### src/rtl/regfile_wr_arbiter.sv
// Round-robin arbiter sharing the register-file write port between ALU writeback (A) and load return (B).
// Clears every register after reset; define ZERO_REG_PROTECT_EN to make register 0 read-only in RUN.
module regfile_wr_arbiter #(
    parameter int DATA_W = 32,
    parameter int ADDR_W = 5
) (
    input  logic              clk,
    input  logic              reset_n,
    input  logic              a_valid,
    input  logic [ADDR_W-1:0] a_addr,
    input  logic [DATA_W-1:0] a_data,
    output logic              a_ready,
    input  logic              b_valid,
    input  logic [ADDR_W-1:0] b_addr,
    input  logic [DATA_W-1:0] b_data,
    output logic              b_ready,
    output logic              we3,
    output logic [ADDR_W-1:0] wa3,
    output logic [DATA_W-1:0] wd3,
    output logic              init_done
);

    typedef enum logic {CLEAR = 1'b0, RUN = 1'b1} state_t;

    localparam logic [ADDR_W-1:0] LAST_IDX = '1;

    state_t            state;
    state_t            state_next;
    logic [ADDR_W-1:0] clr_cnt;
    logic              rr_last;     // 1 = port B was granted last
    logic              xfer;
    logic              wr_en;
    logic [ADDR_W-1:0] wr_addr;
    logic [DATA_W-1:0] wr_data;

    always_ff @(posedge clk) begin
        if (!reset_n) begin
            state <= CLEAR;
        end else begin
            state <= state_next;
        end
    end

    always_comb begin
        state_next = state;
        if (state == CLEAR && clr_cnt == LAST_IDX) begin
            state_next = RUN;
        end
    end

    // Grant goes to the port that did not win last time when both request.
    always_comb begin
        a_ready   = 1'b0;
        b_ready   = 1'b0;
        init_done = (state == RUN);
        if (state == RUN) begin
            if (a_valid && (!b_valid || rr_last)) begin
                a_ready = 1'b1;
            end else if (b_valid) begin
                b_ready = 1'b1;
            end
        end
    end

    always_comb begin
        xfer    = a_ready || b_ready;
        wr_addr = a_ready ? a_addr : b_addr;
        wr_data = a_ready ? a_data : b_data;
`ifdef ZERO_REG_PROTECT_EN
        wr_en   = xfer && (wr_addr != '0);
`else
        wr_en   = xfer;
`endif
    end

    always_ff @(posedge clk) begin
        if (!reset_n) begin
            clr_cnt <= '0;
            rr_last <= 1'b1;
            we3     <= 1'b0;
            wa3     <= '0;
            wd3     <= '0;
        end else if (state == CLEAR) begin
            we3     <= 1'b1;
            wa3     <= clr_cnt;
            wd3     <= '0;
            clr_cnt <= clr_cnt + 1'b1;
        end else begin
            we3 <= wr_en;
            if (wr_en) begin
                wa3 <= wr_addr;
                wd3 <= wr_data;
            end
            if (xfer) begin
                rr_last <= b_ready;
            end
        end
    end

endmodule

### config.mk
export PLATFORM = sky130hd
export DESIGN_NAME = regfile_wr_arbiter
export DESIGN_NICKNAME = d
export VERILOG_FILES = /design/src/rtl/regfile_wr_arbiter.sv
export SDC_FILE = /design/constraint.sdc
export NUM_CORES = 1
export LEC_CHECK = 0
export CORE_UTILIZATION = 42
export DETAILED_ROUTE_END_ITERATION = 8
export HOLD_SLACK_MARGIN = 0.02
export PLACE_DENSITY = 0.83
export SYNTH_ARGS = -nofsm -noshare
export SYNTH_HDL_FRONTEND = slang
export SYNTH_SLANG_ARGS = --single-unit
export TNS_END_PERCENT = 100
### constraint.sdc
create_clock -name clk -period 3 [get_ports clk]
set_input_delay 0.9 -clock clk [delete_from_list [all_inputs] [get_ports clk]]
set_output_delay 0.9 -clock clk [all_outputs]
set_load 0.01 [all_outputs]
### Yosys cells after proc, flatten, opt, wreduce, memory -nomap -nowiden

Cells that the tools add are included.

* register bits after elaboration: 45
* input port bits: 78
* output and inout bits: 41
* logic and storage cells: 27

* add/sub/neg operators: 1
* equality and inequality tests: 2
* muxes and demuxes: 10
* bitwise gates (word level): 1
* reductions and logical operators: 7

Operator list (count)
* 32-bit 2-to-1 mux: 1
* 5-bit 2-to-1 mux: 3
* 1-bit 2-to-1 mux: 6
* 5-bit by 1-bit adder with 5-bit output (second input constant): 1
* 5-bit == test (second input constant): 1
* 2-bit AND reduction: 2
* 1-bit logical AND: 2
* 1-bit logical OR: 2
* 2-bit by 1-bit != test with 1-bit output (second input constant): 1
* 1-bit zero test: 1
* 1-bit NOT: 1

### Logic depth before layout (Yosys ltp)

Gate-level depths: netlist (run 1).

* depth in word-level cells: 8
* mapped depth: 6

### Least setup slack after synthesis (run 1)

OpenSTA, ideal clock, no wires.

* path kind: in2out
* start: input port b_valid
* end: output port b_ready
* arrival time: 1.417 ns
* data required time: 2.100 ns
* slack: 0.683 ns
* cell stages on the path: 3
* buffers on the path: 1
* cells stage by stage: and2_4 buf_2 and2_1

* cells in the longest elaborated chain, start to end: 5
* elaborated cells on any way between the ends: 6
* classes of those cells: 3 x mux; 3 x reduce/logical

Ends and longest elaborated chain
* start, declared: RTL line 13 `input logic b_valid,`
* 1-bit zero test: RTL line 57 `if (a_valid && (!b_valid || rr_last)) begin`
* 1-bit logical OR: RTL line 57
* 1-bit logical AND: RTL line 57
* 1-bit 2-to-1 mux *: RTL line 57
* 1-bit 2-to-1 mux *: RTL line 56 `if (state == RUN) begin`
* end, declared: RTL line 16 `output logic b_ready,`

Every way passes the cells marked *; elsewhere a longest branch is shown, timed or not.

### Worst setup path in the final report (run 1)

* start: input port a_valid
* end: output port b_ready

* cells in the longest elaborated chain, start to end: 3

Ends and longest elaborated chain
* start, declared: RTL line 9 `input logic a_valid,`
* 1-bit logical AND: RTL line 57
* 1-bit 2-to-1 mux: RTL line 57
* 1-bit 2-to-1 mux: RTL line 56

Every way passes these cells.

==> results of run 1 <==
## path summary, 6_finish.rpt
check,end,from,depth (start not counted),slack [ps]
max reg2reg,wd3[28]$_SDFFE_PN0P_,init_done$_SDFFE_PN0P_,4,1400
min,wa3[4]$_SDFFE_PN0P_,wa3[4]$_SDFFE_PN0P_,2,500
min reg2reg,wa3[4]$_SDFFE_PN0P_,wa3[4]$_SDFFE_PN0P_,2,500
max,b_ready,a_valid,4,160
## metal layers
| layer | vias up | share of wire (%) |
|---|---|---|
| li1 | 1055 | - |
| met1 | 991 | 42 |
| met2 | 76 | 51 |
| met3 | 6 | 5.6 |
| met4 | 0 | 1.5 |
| met5 | - | 0 |
## area by class of cell
type	count	area, um^2	share of cell area (%)
Timing Repair Buffer	130	1270	36.7
Multi-Input combinational cell	152	1090	31.6
Sequential cell	45	901	26.1
Clock buffer	7	96.3	2.79
Tap cell	67	83.8	2.43
Inverter	2	7.51	0.217
Clock inverter	1	5.00	0.145
## flip-flops by register name, indices dropped and copies added, names as in the netlist
signal / count
wd3: 32
clr_cnt: 5
wa3: 5
init_done: 1
rr_last: 1
we3: 1
## worst max-delay path, delay by kind of cell
family	cells	cell delay (ps)
buffers and inverters	2	800
AND/OR/NAND/NOR	2	240
## cells in the final DEF, fill, tap and decap left out, drive strengths merged, types with 3 or more instances in the layout
| cell | synthesis | routed |
|---|---|---|
| clkdlybuf4s50 | 0 | 116 |
| dfxtp | 45 | 45 |
| mux2i | 35 | 35 |
| a21oi | 34 | 34 |
| o31ai | 32 | 32 |
| buf | 15 | 12 |
| nand4 | 9 | 9 |
| nor2 | 8 | 8 |
| clkbuf | 8 | 7 |
| nor2b | 5 | 5 |
| nand2 | 3 | 3 |
| a31oi | 3 | 3 |
| o211ai | 3 | 3 |
| and2 | 3 | 3 |
| nand3 | 3 | 3 |
## logic make-up after synthesis
group           Yosys count  synth area share [%]
buf+inv                  25                  7.28
flops                    45                  42.0
fa+ha+maj                 2                  1.17
xor+xnor                  3                  1.22
mux                      35                  16.3
compound gates           74                  21.7
simple gates             38                  10.3
## stage by stage
step                hold WS (ps)  worst slack, ps  std cells
floorplan                    485              683        222
global placement             479            -92.8        396
detailed placement           491            -95.1        396
CTS                          506              156        404
global route                 524              101        404
finish                       501              161        404
## timing repair
action	4_1_cts	5_1_grt
hold buffers	0	0
endpoints found under the setup margin	2	0
endpoints found under the hold margin	0	0
resized for setup	2	0
## power groups by stage
| stage | Combinational (mW) | Clock (mW) | Sequential [mW] |
|---|---|---|---|
| 2_1_floorplan | 0.0212 | 0 | 0.623 |
| 3_5_place_dp | 0.137 | 0 | 0.623 |
| 3_3_place_gp | 0.135 | 0 | 0.622 |
| 4_1_cts | 0.137 | 0.418 | 0.608 |
| 6_report | 0.137 | 0.409 | 0.608 |
| 5_1_grt | 0.147 | 0.437 | 0.610 |
==> impl_metrics.tcl, run 1 <==
set metrics [dict create \
    dr.pass1.iters 4 \
    p_clk_share_pct 35.4 \
    final_net_count 416 \
    cts_setup_buffers 0 \
    fin_skew_ps 7.47 \
    worst_pin_slew_ps 586 \
    placed_cell_area_um2 3360 \
    synth-edff-count 0 \
    met1_usage_pct 23.9 \
    leakage_nw 1.11 \
    post-synth-top-count-cell "dfxtp_1" \
    p_per_area_nw_per_um2 334 \
    worstSetupStartpointType "input port" \
    antennaDiodeCount 0 \
    crit_slowest_cell "clkdlybuf4s50_1" \
    synth_seq_cells 45 \
    synth_flop_cell "dfxtp_1" \
    synth_commonest_cells "dfxtp_1 (45), mux2i_1 (35), a21oi_1 (34), o31ai_1 (32), buf_2 (11)" \
    critPathCaptureType "output pin" \
    synth-seq-area-share_pct 42.0 \
    netSwitchingPower_mw 0.237 \
    h-tree-depth 2 \
    final.period_utilization_pct 94.6 \
    clockBufferDepth 2 \
    clock_sinks 45 \
    avgSynthCellArea_um2 9.67 \
    required_ps 2100 \
    drtIter0Drc 91 \
    worstPathArrival_ps 1940 \
    status "completed" \
    crit_path_cell_trace "clkdlybuf4s50_1, nand2_1, and2_1, dlygate4sd2_1" \
    cts-root-buf "clkbuf_8" \
    die_width_um 73.5 \
    setup_tns_ps 0 \
    synth_fp_nets 302 \
    syn_inst 222 \
    grt_usage_pct 21.5 \
    grt_pass1_wl_um 8980 \
    path_max_fanout 3 \
    sw_frac_of_total_pct 20.6 \
    rsz0062_at_grt "false" \
    synth_top_area_share_pct 42.0 \
    clk_latency_ps 290 \
    syn_to_final_growth_pct 60.9 \
    slowest_delay_ps 520 \
    antenna_found_initial 0 \
    via_per_inst 5.27 \
    drive_above_1_share_pct 7.12 \
    path_clk_slew_ps 80 \
    fmax_mhz 352 \
    worstSetupPathType "input port to output pin" \
    grt.busiest_layer "met2" \
    p_int_mw 0.916 \
    max-cap-violations 0 \
    finalSetupViolCount 0 \
    routed_wl_um 5770 \
    pin_count 119 \
    ys_warn_count 0 \
    grt_pass1_vias 2062 \
    power_frac_seq_pct 52.7 \
    die_area_um2 5400 \
    post-route-drc-count 0 \
    met2_usage_pct 40.2 \
    total_power_mw 1.15 \
    synth_area_leader_cell "dfxtp_1" \
    synth.area.top_cells "dfxtp_1 (42%), mux2i_1 (16%), o31ai_1 (11%), a21oi_1 (7.9%), nand4_1 (2.6%)" \
    core_area_um2 4820 \
    design_area_um2 3450 \
    finalHoldViolations 0 \
    ir_drop_mv 0.228 \
    globalplace.congestion 0.753 \
    portBuffers 118 \
    drtAntennaViolNets 0 \
    finalMaxSlewViolations 0 \
    grt_max_degree 38 \
    async_flop_share_pct 0 \
    dp.final_hpwl_um 4150 \
    ys_types 32 \
    die_y_um 73.5 \
    vias 2128 \
    worstHoldPathType "register to register" \
    syn_area_um2 2150 \
    post_drt_wl_per_cell_um 14.3 \
    row_count 25 \
    fin_crit_ps 2840 \
    cts_tree "done" \
    fillers 394 \
    max_slew_margin_pct 60.9 \
    grt-ovfl-total 0 \
    final_core_util_pct 71.7 \
    use_met3_pct 4.25 \
    start_util_pct 44.6 \
    comb_power_share_pct 11.9 \
    numCtsBuffers 5 \
]
No activity file was read; power rests on OpenSTA's default activity.
==> inputs of run 2 (changes only) <==
--- a/config.mk
+++ b/config.mk
@@ -8,6 +8,7 @@
 export CORE_UTILIZATION = 42
 export DETAILED_ROUTE_END_ITERATION = 8
 export HOLD_SLACK_MARGIN = 0.02
+export MAX_ROUTING_LAYER = met4
 export PLACE_DENSITY = 0.83
 export SYNTH_ARGS = -nofsm -noshare
 export SYNTH_HDL_FRONTEND = slang
==> impl_metrics.tcl, run 2 (synthesized netlist as in run 1, its figures left out) <==
set metrics [dict create \
    status "completed" \
    final_common_cell "clkdlybuf4s50_1" \
    cts_tree "done" \
    dr.pass1.iters 4 \
    top_register "wd3" \
    grt_pass1_wl_um 8980 \
    finalMaxSlewViolations 0 \
    drive_above_1_share_pct 7.12 \
    leakage_nw 1.11 \
    worstSetupStartpointType "input port" \
    clockBufferDepth 2 \
    syn_to_final_growth_pct 60.9 \
    row_count 25 \
    fin_skew_ps 7.37 \
    grt_max_degree 38 \
    post_cts_resized 2 \
    finalSetupViolCount 0 \
    grt_pass1_vias 2062 \
    globalplace.congestion 0.763 \
    post_drt_wl_per_cell_um 14.3 \
    largest_reg_flops 32 \
    ctsHoldBuffers 0 \
    fmax_mhz 352 \
    setup_tns_ps 0 \
    start_util_pct 44.6 \
    final_cell_mix "clkdlybuf4s50_1 (116), dfxtp_1 (45), mux2i_1 (35)" \
    final.period_utilization_pct 94.6 \
    clock_sinks 45 \
    die_area_um2 5400 \
    drtIter0Drc 91 \
    instances_no_fill 404 \
    placed_cells 396 \
    routed_wl_um 5780 \
    post-route-drc-count 0 \
    cts-root-buf "clkbuf_8" \
    path_clk_slew_ps 80 \
    ir_drop_mv 0.228 \
    final_net_count 416 \
    finalHoldViolations 0 \
    numCtsBuffers 5 \
    vias 2135 \
    required_ps 2100 \
    whs_ps 501 \
    fin_crit_ps 2840 \
    portBuffers 118 \
    worstPathArrival_ps 1940 \
    dp.final_hpwl_um 4150 \
    largestRegisters "wd3 x32, clr_cnt x5, wa3 x5" \
    max-cap-violations 0 \
    core_area_um2 4820 \
    rsz0062_at_grt "false" \
    grt_usage_pct 22.1 \
    die_width_um 73.5 \
    grt-ovfl-total 0 \
    pin_count 119 \
    max_slew_margin_pct 60.9 \
    clk_latency_ps 290 \
    drtAntennaViolNets 0 \
    path_max_fanout 3 \
    worstHoldPathType "register to register" \
    critPathCaptureType "output pin" \
    via_per_inst 5.28 \
    antenna_found_initial 0 \
    die_y_um 73.5 \
    h-tree-depth 2 \
    p_per_area_nw_per_um2 334 \
    cts_setup_buffers 0 \
    antennaDiodeCount 0 \
    worst_pin_slew_ps 586 \
    worstSetupPathType "input port to output pin" \
]
[run 2: critical path, stage by stage]
cell	delay (ps)
clkdlybuf4s50_1	520
nand2_1	80
and2_1	160
dlygate4sd2_1	280
[run 2: final timing paths]
path / startpoint / to / slack [ps] / cells past startpoint
hold / removal: wa3[4]$_SDFFE_PN0P_ / wa3[4]$_SDFFE_PN0P_ / 500 / 2
setup reg to reg: init_done$_SDFFE_PN0P_ / wd3[28]$_SDFFE_PN0P_ / 1400 / 4
hold reg to reg: wa3[4]$_SDFFE_PN0P_ / wa3[4]$_SDFFE_PN0P_ / 500 / 2
setup / recovery: a_valid / b_ready / 160 / 4
[run 2: where the power goes]
part	leakage, nW	switching, mW	total, mW	internal [mW]
registers	0.364	0.00511	0.608	0.603
logic	0.688	0.0320	0.137	0.105
clock network	0.0542	0.200	0.408	0.208
total	1.11	0.237	1.15	0.916
[run 2: metal layers]
layer / part of all wire (%) / track usage [%] / routed length [um]
met5: 0 / - / 0
met4: 1.5 / 7.91 / 87
met1: 42 / 24.1 / 2450
met3: 5.2 / 3.84 / 302
met2: 51 / 40.2 / 2930
[run 2: cell type report]
| cell class | instances | area (um^2) |
|---|---|---|
| clock buffers | 7 | 96.3 |
| clock inverters | 1 | 5.00 |
| fillers | 394 | 1360 |
| inverters | 2 | 7.51 |
| multi-input cells | 152 | 1090 |
| flip-flops and latches | 45 | 901 |
| well taps | 67 | 83.8 |
| repair buffers | 130 | 1270 |
[run 2: through the flow]
| stage | power, mW | utilization, % | instance area (um^2) | setup slack (ps) |
|---|---|---|---|---|
| detailed placement | 0.759 | 69.7 | 3360 | -95.1 |
| global route | 1.19 | 71.7 | 3450 | 101 |
| global placement | 0.757 | 69.7 | 3360 | -92.8 |
| CTS | 1.16 | 71.7 | 3450 | 156 |
| finish | 1.15 | 71.7 | 3450 | 161 |
| floorplan | 0.644 | - | 2150 | 683 |
